**config.mk**
```make
export PLATFORM = sky130hd
export DESIGN_NAME = zx_ula_core_flat
export DESIGN_NICKNAME = d
export VERILOG_FILES = /design/src/rtl/zx_ula_core_if.sv /design/src/rtl/zx_ula_core.sv /design/src/flat_wrapper.sv
export SDC_FILE = /design/constraint.sdc
export NUM_CORES = 1
export LEC_CHECK = 0
export ABC_AREA = 1
export BUFFER_PORTS_ARGS = -buffer_cell sky130_fd_sc_hd__buf_2
export CORE_ASPECT_RATIO = 1.5
export CORE_MARGIN = 10
export CORE_UTILIZATION = 32
export DETAILED_ROUTE_END_ITERATION = 8
export PLACE_DENSITY = 0.65
export SYNTH_ARGS = -nofsm -noshare
export SYNTH_HDL_FRONTEND = slang
export SYNTH_SLANG_ARGS = --single-unit
```
**constraint.sdc**
```tcl
create_clock -name clk28_i -period 1.85 [get_ports clk28_i]
set_input_delay 0.2775 -clock clk28_i [delete_from_list [all_inputs] [get_ports clk28_i]]
set_output_delay 0.2775 -clock clk28_i [all_outputs]
set_load 0.01 [all_outputs]
```
**src/rtl/zx_ula_core_if.sv**
```systemverilog
// Z80-side bus of the ULA: address, strobes, split data paths and the ULA's xd drive enable.
// The master is the CPU side, the slave is the ULA.
interface zx_ula_core_if;
   logic [15:0] xa;
   logic [7:0]  xd_wr;   // data presented by the CPU on xd
   logic [7:0]  xd_rd;   // data the ULA puts on xd while dout is high
   logic        dout;
   logic        n_rd;
   logic        n_wr;
   logic        n_mreq;
   logic        n_m1;
   logic        n_rfsh;
   logic        n_iorqge;

   modport master (
      output xa, xd_wr, n_rd, n_wr, n_mreq, n_m1, n_rfsh, n_iorqge,
      input  xd_rd, dout
   );

   modport slave (
      input  xa, xd_wr, n_rd, n_wr, n_mreq, n_m1, n_rfsh, n_iorqge,
      output xd_rd, dout
   );
endinterface

```
**src/rtl/zx_ula_core.sv**
```systemverilog
// ZX Spectrum 128/512K ULA core without video: CPU clock, frame INT, paging, ports #FE/#7FFD/#1F, magic NMI.
// Define ZX_ULA_SD_EN to add the Z-controller SPI port (#77 control, #57 data).
module zx_ula_core #(
   parameter int H_TSTATES = 224,
   parameter int V_LINES   = 312,
   parameter int INT_LEN   = 32
) (
   input  logic        clk28_i,
   input  logic        rst_i,
   output logic        clkcpu_o,
   zx_ula_core_if.slave cpu_if,
   output logic [18:0] va_o,
   input  logic [7:0]  vd_i,
   output logic [7:0]  vd_o,
   output logic        vdout_o,
   output logic [3:0]  ra_o,
   output logic        n_romcs_o,
   output logic        n_vrd_o,
   output logic        n_vwr_o,
   output logic        n_int_o,
   output logic        n_nmi_o,
   input  logic        n_magic_i,
   input  logic        tape_in_i,
   input  logic [4:0]  kd_i,
   input  logic        n_joy_b2_i,
   input  logic        sd_cd_i,
   input  logic        sd_miso_i,
   output logic        sd_mosi_o,
   output logic        sd_sck_o,
   output logic        sd_cs_n_o,
   output logic [2:0]  border_o,
   output logic        beeper_o
);
   localparam int HC_W = $clog2(H_TSTATES);
   localparam int VC_W = $clog2(V_LINES);
   localparam logic [HC_W-1:0] HC_LAST = HC_W'(H_TSTATES - 1);
   localparam logic [VC_W-1:0] VC_LAST = VC_W'(V_LINES - 1);
   localparam logic [HC_W-1:0] INT_END = HC_W'(INT_LEN);

   logic [2:0]      cnt_q, cnt_d;
   logic [HC_W-1:0] hc_q, hc_d;
   logic [VC_W-1:0] vc_q, vc_d;
   logic            int_n_q, int_n_d;
   logic [7:0]      p7ffd_q;
   logic [2:0]      border_q;
   logic            beeper_q;
   logic            mg_s1_q, mg_s2_q, mg_prev_q;
   logic            nmi_pend_q, nmi_pend_d;
   logic            nmi_edge_s, nmi_clr_s;
   logic            mem_s, rom_s, ram_s, ram_rd_s;
   logic            io_s, io_rd_s, io_wr_s;
   logic            sel_fe_s, sel_7ffd_s, sel_1f_s;
   logic [4:0]      page_s;
   logic            port_rd_s;
   logic [7:0]      port_data_s;
   logic            unused_p7ffd_s;

   // Frame timing: T-state tick every 8 clk28, line and frame counters, INT window
   always_comb begin
      cnt_d = cnt_q + 3'd1;
      hc_d  = hc_q;
      vc_d  = vc_q;
      if (cnt_q == 3'd7) begin
         if (hc_q == HC_LAST) begin
            hc_d = {HC_W{1'b0}};
            if (vc_q == VC_LAST) begin
               vc_d = {VC_W{1'b0}};
            end else begin
               vc_d = vc_q + VC_W'(1);
            end
         end else begin
            hc_d = hc_q + HC_W'(1);
         end
      end else begin
         hc_d = hc_q;
         vc_d = vc_q;
      end
      int_n_d = ~((vc_d == {VC_W{1'b0}}) && (hc_d < INT_END));
   end

   // Counter and INT registers
   always_ff @(posedge clk28_i) begin
      if (rst_i) begin
         cnt_q   <= 3'd0;
         hc_q    <= {HC_W{1'b0}};
         vc_q    <= {VC_W{1'b0}};
         int_n_q <= 1'b0;
      end else begin
         cnt_q   <= cnt_d;
         hc_q    <= hc_d;
         vc_q    <= vc_d;
         int_n_q <= int_n_d;
      end
   end

   assign clkcpu_o = cnt_q[2];
   assign n_int_o  = int_n_q;

   assign mem_s    = ~cpu_if.n_mreq & cpu_if.n_rfsh;
   assign rom_s    = mem_s & (cpu_if.xa[15:14] == 2'b00);
   assign ram_s    = mem_s & (cpu_if.xa[15:14] != 2'b00);
   assign ram_rd_s = ram_s & ~cpu_if.n_rd;
   assign io_s     = ~cpu_if.n_iorqge & cpu_if.n_m1;
   assign io_rd_s  = io_s & ~cpu_if.n_rd;
   assign io_wr_s  = io_s & ~cpu_if.n_wr;

   assign sel_fe_s   = ~cpu_if.xa[0];
   assign sel_7ffd_s = ~cpu_if.xa[15] & ~cpu_if.xa[1] & cpu_if.xa[0];
   assign sel_1f_s   = (cpu_if.xa[7:0] == 8'h1F);

   // Bank select for the CPU window
   always_comb begin
      case (cpu_if.xa[15:14])
         2'b01:   page_s = 5'd5;
         2'b10:   page_s = 5'd2;
         2'b11:   page_s = {p7ffd_q[7:6], p7ffd_q[2:0]};
         default: page_s = 5'd0;
      endcase
   end

   assign va_o           = {page_s, cpu_if.xa[13:0]};
   assign ra_o           = {3'b000, p7ffd_q[4]};
   assign n_romcs_o      = ~(rom_s & ~cpu_if.n_rd);
   assign n_vrd_o        = ~ram_rd_s;
   assign n_vwr_o        = ~(ram_s & ~cpu_if.n_wr);
   assign vdout_o        = ram_s & ~cpu_if.n_wr;
   assign vd_o           = cpu_if.xd_wr;
   assign unused_p7ffd_s = p7ffd_q[3];

   // Paging and #FE output registers; bit 5 of #7FFD freezes further paging writes
   always_ff @(posedge clk28_i) begin
      if (rst_i) begin
         p7ffd_q  <= 8'h00;
         border_q <= 3'd0;
         beeper_q <= 1'b0;
      end else begin
         if (io_wr_s && sel_7ffd_s && !p7ffd_q[5]) begin
            p7ffd_q <= cpu_if.xd_wr;
         end
         if (io_wr_s && sel_fe_s) begin
            border_q <= cpu_if.xd_wr[2:0];
            beeper_q <= cpu_if.xd_wr[4];
         end
      end
   end

   assign border_o = border_q;
   assign beeper_o = beeper_q;

   assign nmi_edge_s = mg_prev_q & ~mg_s2_q;
   assign nmi_clr_s  = ~cpu_if.n_m1 & ~cpu_if.n_mreq & ~cpu_if.n_rd & (cpu_if.xa == 16'h0066);

   // A fresh button edge takes priority over the acknowledge fetch
   always_comb begin
      if (nmi_edge_s) begin
         nmi_pend_d = 1'b1;
      end else if (nmi_clr_s) begin
         nmi_pend_d = 1'b0;
      end else begin
         nmi_pend_d = nmi_pend_q;
      end
   end

   // Magic button synchronizer, edge history and pending flag
   always_ff @(posedge clk28_i) begin
      if (rst_i) begin
         mg_s1_q    <= 1'b1;
         mg_s2_q    <= 1'b1;
         mg_prev_q  <= 1'b1;
         nmi_pend_q <= 1'b0;
      end else begin
         mg_s1_q    <= n_magic_i;
         mg_s2_q    <= mg_s1_q;
         mg_prev_q  <= mg_s2_q;
         nmi_pend_q <= nmi_pend_d;
      end
   end

   assign n_nmi_o = ~nmi_pend_q;

`ifdef ZX_ULA_SD_EN
   typedef enum logic {SPI_IDLE = 1'b0, SPI_XFER = 1'b1} spi_state_t;
   spi_state_t spi_state_q;
   logic       sel_77_s, sel_57_s, acc57_s, start_s;
   logic       acc57_q, sck_q, cs_n_q;
   logic [3:0] ph_q;
   logic [7:0] tx_q, rx_sh_q, rx_byte_q, rd_hold_q, rd57_data_s;

   assign sel_77_s = (cpu_if.xa[7:0] == 8'h77);
   assign sel_57_s = (cpu_if.xa[7:0] == 8'h57);
   assign acc57_s  = io_s & sel_57_s & (~cpu_if.n_rd | ~cpu_if.n_wr);
   assign start_s  = acc57_s & ~acc57_q;
   // Hold the byte seen at the start of a read so the transfer it launches cannot change it mid-cycle
   assign rd57_data_s = acc57_q ? rd_hold_q : rx_byte_q;

   // SPI engine: sck toggles every clk28, MISO taken on the rising half, MOSI shifted on the falling half
   always_ff @(posedge clk28_i) begin
      if (rst_i) begin
         spi_state_q <= SPI_IDLE;
         acc57_q     <= 1'b0;
         sck_q       <= 1'b0;
         cs_n_q      <= 1'b1;
         ph_q        <= 4'd0;
         tx_q        <= 8'hFF;
         rx_sh_q     <= 8'hFF;
         rx_byte_q   <= 8'hFF;
         rd_hold_q   <= 8'hFF;
      end else begin
         acc57_q <= acc57_s;
         if (start_s) begin
            rd_hold_q <= rx_byte_q;
         end
         if (io_wr_s && sel_77_s) begin
            cs_n_q <= cpu_if.xd_wr[1];
         end
         case (spi_state_q)
            SPI_IDLE: begin
               if (start_s) begin
                  spi_state_q <= SPI_XFER;
                  tx_q        <= cpu_if.n_wr ? 8'hFF : cpu_if.xd_wr;
                  ph_q        <= 4'd0;
                  sck_q       <= 1'b0;
               end
            end
            SPI_XFER: begin
               sck_q <= ~sck_q;
               ph_q  <= ph_q + 4'd1;
               if (!sck_q) begin
                  rx_sh_q <= {rx_sh_q[6:0], sd_miso_i};
               end else begin
                  tx_q <= {tx_q[6:0], 1'b1};
               end
               if (ph_q == 4'd15) begin
                  spi_state_q <= SPI_IDLE;
                  rx_byte_q   <= rx_sh_q;
               end
            end
            default: spi_state_q <= SPI_IDLE;
         endcase
      end
   end

   assign sd_sck_o  = sck_q;
   assign sd_mosi_o = tx_q[7];
   assign sd_cs_n_o = cs_n_q;
`else
   logic unused_sd_s;
   assign unused_sd_s = sd_miso_i ^ sd_cd_i;
   assign sd_sck_o    = 1'b0;
   assign sd_mosi_o   = 1'b1;
   assign sd_cs_n_o   = 1'b1;
`endif

   // Readable I/O ports
   always_comb begin
      port_rd_s   = 1'b0;
      port_data_s = 8'hFF;
      if (sel_fe_s) begin
         port_rd_s   = 1'b1;
         port_data_s = {1'b1, tape_in_i, 1'b1, kd_i};
      end else if (sel_1f_s) begin
         port_rd_s   = 1'b1;
         port_data_s = {3'b000, ~n_joy_b2_i, 4'b0000};
      end
`ifdef ZX_ULA_SD_EN
      else if (sel_77_s) begin
         port_rd_s   = 1'b1;
         port_data_s = {7'b0000000, ~sd_cd_i};
      end else if (sel_57_s) begin
         port_rd_s   = 1'b1;
         port_data_s = rd57_data_s;
      end
`endif
      else begin
         port_rd_s   = 1'b0;
         port_data_s = 8'hFF;
      end
   end

   assign cpu_if.dout  = (io_rd_s & port_rd_s) | ram_rd_s;
   assign cpu_if.xd_rd = ram_rd_s ? vd_i : port_data_s;
endmodule

```
**src/flat_wrapper.sv**
```systemverilog
// flat-port wrapper written by rule: the top's interface ports become plain ports
module zx_ula_core_flat 
#(
   parameter int H_TSTATES = 224,
   parameter int V_LINES   = 312,
   parameter int INT_LEN   = 32
)
  (clk28_i, rst_i, clkcpu_o, va_o, vd_i, vd_o, vdout_o, ra_o, n_romcs_o, n_vrd_o, n_vwr_o, n_int_o, n_nmi_o, n_magic_i, tape_in_i, kd_i, n_joy_b2_i, sd_cd_i, sd_miso_i, sd_mosi_o, sd_sck_o, sd_cs_n_o, border_o, beeper_o, cpu_if_xa, cpu_if_xd_wr, cpu_if_n_rd, cpu_if_n_wr, cpu_if_n_mreq, cpu_if_n_m1, cpu_if_n_rfsh, cpu_if_n_iorqge, cpu_if_xd_rd, cpu_if_dout);
  zx_ula_core_if cpu_if_i ();
  input  logic clk28_i;
  input  logic rst_i;
  output logic clkcpu_o;
  output logic [18:0] va_o;
  input  logic [7:0] vd_i;
  output logic [7:0] vd_o;
  output logic vdout_o;
  output logic [3:0] ra_o;
  output logic n_romcs_o;
  output logic n_vrd_o;
  output logic n_vwr_o;
  output logic n_int_o;
  output logic n_nmi_o;
  input  logic n_magic_i;
  input  logic tape_in_i;
  input  logic [4:0] kd_i;
  input  logic n_joy_b2_i;
  input  logic sd_cd_i;
  input  logic sd_miso_i;
  output logic sd_mosi_o;
  output logic sd_sck_o;
  output logic sd_cs_n_o;
  output logic [2:0] border_o;
  output logic beeper_o;
  input wire logic [$bits(cpu_if_i.xa)-1:0] cpu_if_xa;
  input wire logic [$bits(cpu_if_i.xd_wr)-1:0] cpu_if_xd_wr;
  input wire logic [$bits(cpu_if_i.n_rd)-1:0] cpu_if_n_rd;
  input wire logic [$bits(cpu_if_i.n_wr)-1:0] cpu_if_n_wr;
  input wire logic [$bits(cpu_if_i.n_mreq)-1:0] cpu_if_n_mreq;
  input wire logic [$bits(cpu_if_i.n_m1)-1:0] cpu_if_n_m1;
  input wire logic [$bits(cpu_if_i.n_rfsh)-1:0] cpu_if_n_rfsh;
  input wire logic [$bits(cpu_if_i.n_iorqge)-1:0] cpu_if_n_iorqge;
  output wire logic [$bits(cpu_if_i.xd_rd)-1:0] cpu_if_xd_rd;
  output wire logic [$bits(cpu_if_i.dout)-1:0] cpu_if_dout;
  assign cpu_if_i.xa = cpu_if_xa;
  assign cpu_if_i.xd_wr = cpu_if_xd_wr;
  assign cpu_if_i.n_rd = cpu_if_n_rd;
  assign cpu_if_i.n_wr = cpu_if_n_wr;
  assign cpu_if_i.n_mreq = cpu_if_n_mreq;
  assign cpu_if_i.n_m1 = cpu_if_n_m1;
  assign cpu_if_i.n_rfsh = cpu_if_n_rfsh;
  assign cpu_if_i.n_iorqge = cpu_if_n_iorqge;
  assign cpu_if_xd_rd = cpu_if_i.xd_rd;
  assign cpu_if_dout = cpu_if_i.dout;
  zx_ula_core #(.H_TSTATES(H_TSTATES), .V_LINES(V_LINES), .INT_LEN(INT_LEN)) u_core (.clk28_i(clk28_i), .rst_i(rst_i), .clkcpu_o(clkcpu_o), .cpu_if(cpu_if_i), .va_o(va_o), .vd_i(vd_i), .vd_o(vd_o), .vdout_o(vdout_o), .ra_o(ra_o), .n_romcs_o(n_romcs_o), .n_vrd_o(n_vrd_o), .n_vwr_o(n_vwr_o), .n_int_o(n_int_o), .n_nmi_o(n_nmi_o), .n_magic_i(n_magic_i), .tape_in_i(tape_in_i), .kd_i(kd_i), .n_joy_b2_i(n_joy_b2_i), .sd_cd_i(sd_cd_i), .sd_miso_i(sd_miso_i), .sd_mosi_o(sd_mosi_o), .sd_sck_o(sd_sck_o), .sd_cs_n_o(sd_cs_n_o), .border_o(border_o), .beeper_o(beeper_o));
endmodule
```
==> summary.md, run 1 <==
| Metric | Value |
|---|---|
| WP data required | 2030 ps |
| Port Buffers | 93 |
| Via/cell ratio | 4.75 |
| Synthesized netlist cell count | 329 |
| Area contributors post-synth | dfxtp_1 (33%), nor2_1 (11%), buf_4 (10%) |
| Hold WS | 180 ps |
| Effective utilization at floorplan | 33.1% |
| Drc violations | 0 |
| Period utilisation layout | 94.8% |
| Leakage | 1.37 nW |
| All-Layer GR Usage | 11.6% |
| Top fanout value on the critical path | 6 |
| Seq/Total Area, Yosys | 33.1% |
| WL per Instance | 13.4 microns |
| Synth area leader | dfxtp_1 |
| GPL Wtd Cong | 0.909 |
| Net count, final | 459 |
| P&R area growth vs syn | 24.0% |
| Synthesized cell area | 0.00217 sq mm |
| Synth Area in Adders | 2.30% |
| Setup crit end kind | register |
| Htree depth | 2 |
| Post-Synth Simple-Gate Area | 36.9% |
| Max Slew Vio Count | 0 |
| Status | finished clean |
| CTS tree | built |
| Mux contribution to synthesized area | 0% |
| Hold Fails Final Rpt | 0 |
| Fin crit period | 1750 ps |
| Max Cap Viol | 0 |
| Remaining antenna violation count | 0 |
| Fmax | 570 MHz |
| Main combinational cell family by area after synthesis | simple AND/OR/NAND/NOR gates |
| Die area | 0.0106 sq mm |
| Worst Setup Start Kind | register |
| Hold-fix buffers at CTS | 0 |
| Xor/xnor cell area share of the yosys netlist | 0.403% |
| Data arrival, critical path | 1930 ps |
| Total power | 1.54 mW |
| Layout cell share with drive strength beyond 1 | 34.3% |
| PD cells | 572 mW/mm^2 |
| Worst skew pair latency | 280 ps |
| Via count | 2,284 |
| Setup Skew | 3.79 ps |
| Clk sinks | 36 |
| Yosys warns | 0 |
| RSZ-0062 raised after global routing | false |
| Rows | 36 |
| Synth cell types | 31 |
| Syn avg cell area | 6.61 sq um |
| Total routed wirelength | 6430 microns |
| Yosys top cell area share | 33.1% |
| Final setup margin | 97.1 ps |
| Setup WS pre-CTS | -35.8 ps |
| Initial drt markers | 85 |
| Vias in the first global route | 2,225 |
| Root buffer cell | clkbuf_8 |
| Core area | 0.00658 sq mm |
| Total congestion overflow | 0 |
| Synth Area in Compound Gates | 8.06% |
| Chip height | 121 microns |
| Worst setup path class | reg -> reg |
| Die width | 87.3 microns |
| Setup violators final | 0 |
| Pin count of the biggest net entering global routing | 21 |
| First-pass GRT wire length | 9960 microns |
| Worst vdd ir | 0.000295 V |
| CTS Buffer Depth | 2 |
| Most common cell after layout, fill and taps aside | buf_2 |
| Antenna diodes | 0 |
| Min-delay worst type | in -> reg |
| Final core utilization | 41.0% |
| Initial antenna violation count | 0 |
| Yosys reg bits | 36 |
| Commonest non-fill, non-tap cells in the layout | buf_2 (94), nor2_1 (62), nand2_1 (56) |
| 1st-pass router iterations | 4 |
| TritonCTS Buffers | 5 |
| Clock transition at path regs | 70 ps |
| Total negative slack | 0 ps |
| I/O Pins | 104 |
| HPWL after detailed placement | 5320 microns |
## worst max-delay path: stages (launching register included)
cell and delay, ps:
dfxtp_2 320, ha_2 190, ha_4 180, nand3_4 120, inv_8 60, buf_2 160, nand3b_1 90, nand2_1 60
nand2_1 90, nand2_1 60, nor2_1 120, nand3_1 90, nand2_1 60, nand2_1 50
## synthesized netlist by cell type
library cell / count
o22ai_1: 1
nand2_2: 4
nor4_1: 4
or2_2: 4
o21ai_0: 17
nor3_1: 6
a21oi_1: 7
clkbuf_1: 4
nor3_2: 1
nand3b_1: 3
a31oi_1: 5
dfxtp_1: 36
inv_1: 40
nand3_4: 1
nor2_1: 65
nand4_1: 5
ha_1: 4
nor2_4: 1
buf_4: 29
nand2_4: 1
buf_6: 1
nand3_1: 18
nand3_2: 1
clkinv_4: 1
buf_1: 1
nand2_1: 58
conb_1: 2
a21oi_2: 2
inv_2: 1
nor2_2: 5
xnor2_1: 1
## cell families (layout without fill, tap and decap cells)
family | Yosys count | in the layout
adders and majority gates | 4 | 4
xor gates and xnor gates | 1 | 1
and+or+nand+nor | 177 | 177
other | 2 | 6
buffers and inverters | 77 | 149
DFF | 36 | 36
AOI/OAI and AO/OA | 32 | 32
## metal layers
metal	global-route usage (%)	up-vias	share of wire, %
met5	0	-	0
met4	5.50	0	1.8
met3	5.11	7	13
met2	22.2	99	52
met1	9.54	1024	33
li1	-	1154	-
## where the power goes
part	switching, mW	leakage (nW)	internal (mW)
Clock	0.258	0.0410	0.256
Combinational	0.135	1.04	0.0970
Sequential	0.00611	0.292	0.790
## layout make-up
class	instances	area, sq um
inverter	42	165
multi-input combinational	220	1120
sequential	36	722
clock inverter	1	5.00
timing repair buffer	100	515
clock buffer	6	72.6
fill	716	3880
tap	76	95.1
## metrics by stage
step	instances	cell area (sq um)
finish	481	2700
global route	481	2700
CTS	477	2620
detailed placement	470	2520
global placement	470	2520
floorplan	333	2190
## registers in the layout, indices dropped and copies added (netlist names)
| name | count |
|---|---|
| u_core.beeper_o | 1 |
| u_core.border_o | 3 |
| u_core.cnt_q | 3 |
| u_core.hc_q | 8 |
| u_core.mg_prev_q | 1 |
| u_core.mg_s1_q | 1 |
| u_core.mg_s2_q | 1 |
| u_core.n_int_o | 1 |
| u_core.nmi_pend_q | 1 |
| u_core.p7ffd_q | 7 |
| u_core.vc_q | 9 |
## final timing paths
check / start / endpoint / slack [ps] / cells after the start
hold reg to reg: u_core.cnt_q[0] / u_core.cnt_q[0] / 400 / 1
setup reg to reg: u_core.cnt_q[0] / u_core.n_int_o / 100 / 13
hold / removal: n_magic_i / u_core.mg_s1_q / 180 / 2
setup / recovery: u_core.cnt_q[0] / u_core.n_int_o / 100 / 13
## what timing repair did
action                                  4_1_cts  5_1_grt
buffers inserted                              0        4
endpoints found under the setup margin        1        1
resized for setup                             4       14
gates cloned                                  0        0
endpoints found under the hold margin         0        0
pin swaps                                     0        2
(Power assumes the default switching activity.)
==> inputs of run 2 (changes only) <==
==> constraint.sdc (replaced) <==
create_clock -name clk28_i -period 1.85 [get_ports clk28_i]
set_input_delay 0.37 -clock clk28_i [delete_from_list [all_inputs] [get_ports clk28_i]]
set_output_delay 0.37 -clock clk28_i [all_outputs]
set_load 0.01 [all_outputs]
==> run 2 against run 1 <==
Final cell count grew 0.83%. Die area unchanged. Combinational power hardly changed. Routed wire length down 0.53%. Critical endpoint is now cpu_if_xd_rd[6].
==> summary.md, run 2 (synthesized netlist as in run 1, its figures left out) <==
| Metric | Value |
|---|---|
| Max incr delay on CP | 200 ps (-120 ps) |
| Vias in the first global route | 2,207 (-0.81%) |
| 1st-pass router iterations | 4 (unchanged) |
| Die area | 0.0106 sq mm (unchanged) |
| Setup violators final | 0 (unchanged) |
| CTS Buffer Depth | 2 (unchanged) |
| Max Slew Vio Count | 0 (unchanged) |
| Setup Skew | 9.40 ps (+5.61 ps) |
| HPWL after detailed placement | 5260 microns (-1.1%) |
| Effective utilization at floorplan | 33.1% (unchanged) |
| Slowest library cell on the worst path | buf_4 |
| PD cells | 618 mW/mm^2 (+8.1%) |
| Die width | 87.3 microns (unchanged) |
| WP data required | 1480 ps (-550 ps) |
| Biggest regs | u_core.vc_q x9, u_core.hc_q x8, u_core.p7ffd_q x7 |
| Port Buffers | 93 (unchanged) |
| P&R area growth vs syn | 27.3% |
| Total negative slack | 0 ps (unchanged) |
| Worst Setup Start Kind | input pin |
| TritonCTS Buffers | 5 (unchanged) |
| Leakage | 1.40 nW (+2.0%) |
| Htree depth | 2 (unchanged) |
| GPL Wtd Cong | 0.893 (-1.8%) |
| Fin crit period | 1750 ps (-2.49 ps) |
| Layout cell share with drive strength beyond 1 | 34.7% (+0.40 points) |
| CP Cell Sequence | buf_2 > inv_1 > nand2_1 > nand3_1 > buf_4 > nand2_1 > o22ai_1 > buf_2 |
| Rows | 36 (unchanged) |
| Max reg flops | 9 (unchanged) |
| Antenna diodes | 0 (unchanged) |
| All-Layer GR Usage | 11.3% (-0.29 points) |
| Status | finished clean |
| WL per Instance | 13.2 microns (-1.3%) |
| Most common cell after layout, fill and taps aside | buf_2 |
| I/O Pins | 104 (unchanged) |
| Total congestion overflow | 0 (unchanged) |
| Initial drt markers | 118 (+39%) |
| Initial antenna violation count | 0 (unchanged) |
| Largest register by flop count | u_core.vc_q |
| Via count | 2,267 (-0.74%) |
| Worst setup path class | in -> out |
| Final core utilization | 42.1% (+1.1 points) |
| Net count, final | 462 (+0.65%) |
| CTS tree | built |
| Core area | 0.00658 sq mm (unchanged) |
| First-pass GRT wire length | 9810 microns (-1.5%) |
| Clk sinks | 36 (unchanged) |
| Fmax | 571 MHz (+0.14%) |
| Top fanout value on the critical path | 16 (+10) |
| Setup crit end kind | output pin |
| Worst skew pair latency | 290 ps (about the same) |
| Pin count of the biggest net entering global routing | 20 (-4.8%) |
| Max Cap Viol | 0 (unchanged) |
| Data arrival, critical path | 1380 ps (-550 ps) |
| Drc violations | 0 (unchanged) |
| Commonest non-fill, non-tap cells in the layout | buf_2 (93), nor2_1 (62), nand2_1 (57) |
| Min-delay worst type | in -> reg |
| Root buffer cell | clkbuf_8 |
| Remaining antenna violation count | 0 (unchanged) |
| Hold-fix buffers at CTS | 0 (unchanged) |
| Period utilisation layout | 94.6% (-0.13 points) |
| Chip height | 121 microns (unchanged) |
| Total power | 1.71 mW (+11%) |
| Clock transition at path regs | 80 ps (about the same) |
| Hold Fails Final Rpt | 0 (unchanged) |
| Worst vdd ir | 0.000327 V (+11%) |
| Via/cell ratio | 4.67 (-1.6%) |
| Total routed wirelength | 6400 microns (-0.53%) |
run 2: worst max-delay path: cells and delay by family:
family / cells / cell delay [ps]
buf+inv: 4 / 590
compound gates: 1 / 150
simple gates: 3 / 260
run 2: final cells by class:
| cell class | count | area (sq um) |
|---|---|---|
| Inverter | 42 | 165 |
| Fill cell | 702 | 3810 |
| Clock inverter | 2 | 35.0 |
| Sequential cell | 36 | 722 |
| Clock buffer | 6 | 72.6 |
| Multi-Input combinational cell | 220 | 1140 |
| Timing Repair Buffer | 103 | 541 |
| Tap cell | 76 | 95.1 |
run 2: path summary, 6_finish.rpt:
kind,from,end,slack (ps),cells after the start
worst max-delay path,cpu_if_xa[15],cpu_if_xd_rd[6],100,8
worst min-delay path,n_magic_i,u_core.mg_s1_q,260,2
worst max register to register,u_core.cnt_q[0],u_core.n_int_o,120,11
worst min register to register,u_core.cnt_q[0],u_core.cnt_q[0],400,1
run 2: repair_timing:
item | in CTS | in global routing
pin swaps | 0 | 4
endpoints found under the setup margin | 1 | 1
buffers inserted | 0 | 3
gates resized for setup | 1 | 18
run 2: metrics by stage:
stage / worst slack (ps) / hold slack (ps) / std cells / area (sq um)
after CTS: 15.8 / 251 / 482 / 2670
after global routing: -26.1 / 264 / 485 / 2770
final: 99.6 / 260 / 485 / 2770
after floorplan: 195 / 389 / 333 / 2190
after detailed placement: 18.9 / 398 / 474 / 2550
after global placement: 18.4 / 394 / 474 / 2550
run 2: power breakdown:
part | switching (mW) | total [mW] | internal (mW)
combinational | 0.136 | 0.234 | 0.0983
sequential | 0.00639 | 0.796 | 0.789
clock | 0.281 | 0.681 | 0.400
total | 0.423 | 1.71 | 1.29
run 2: layer usage:
layer,vias up,track usage (%),part of all wire [%]
li1,1161,-,-
met1,1009,9.17,34
met2,92,22.6,52
met3,5,4.77,13
met4,0,3.90,0.91
met5,-,0,0
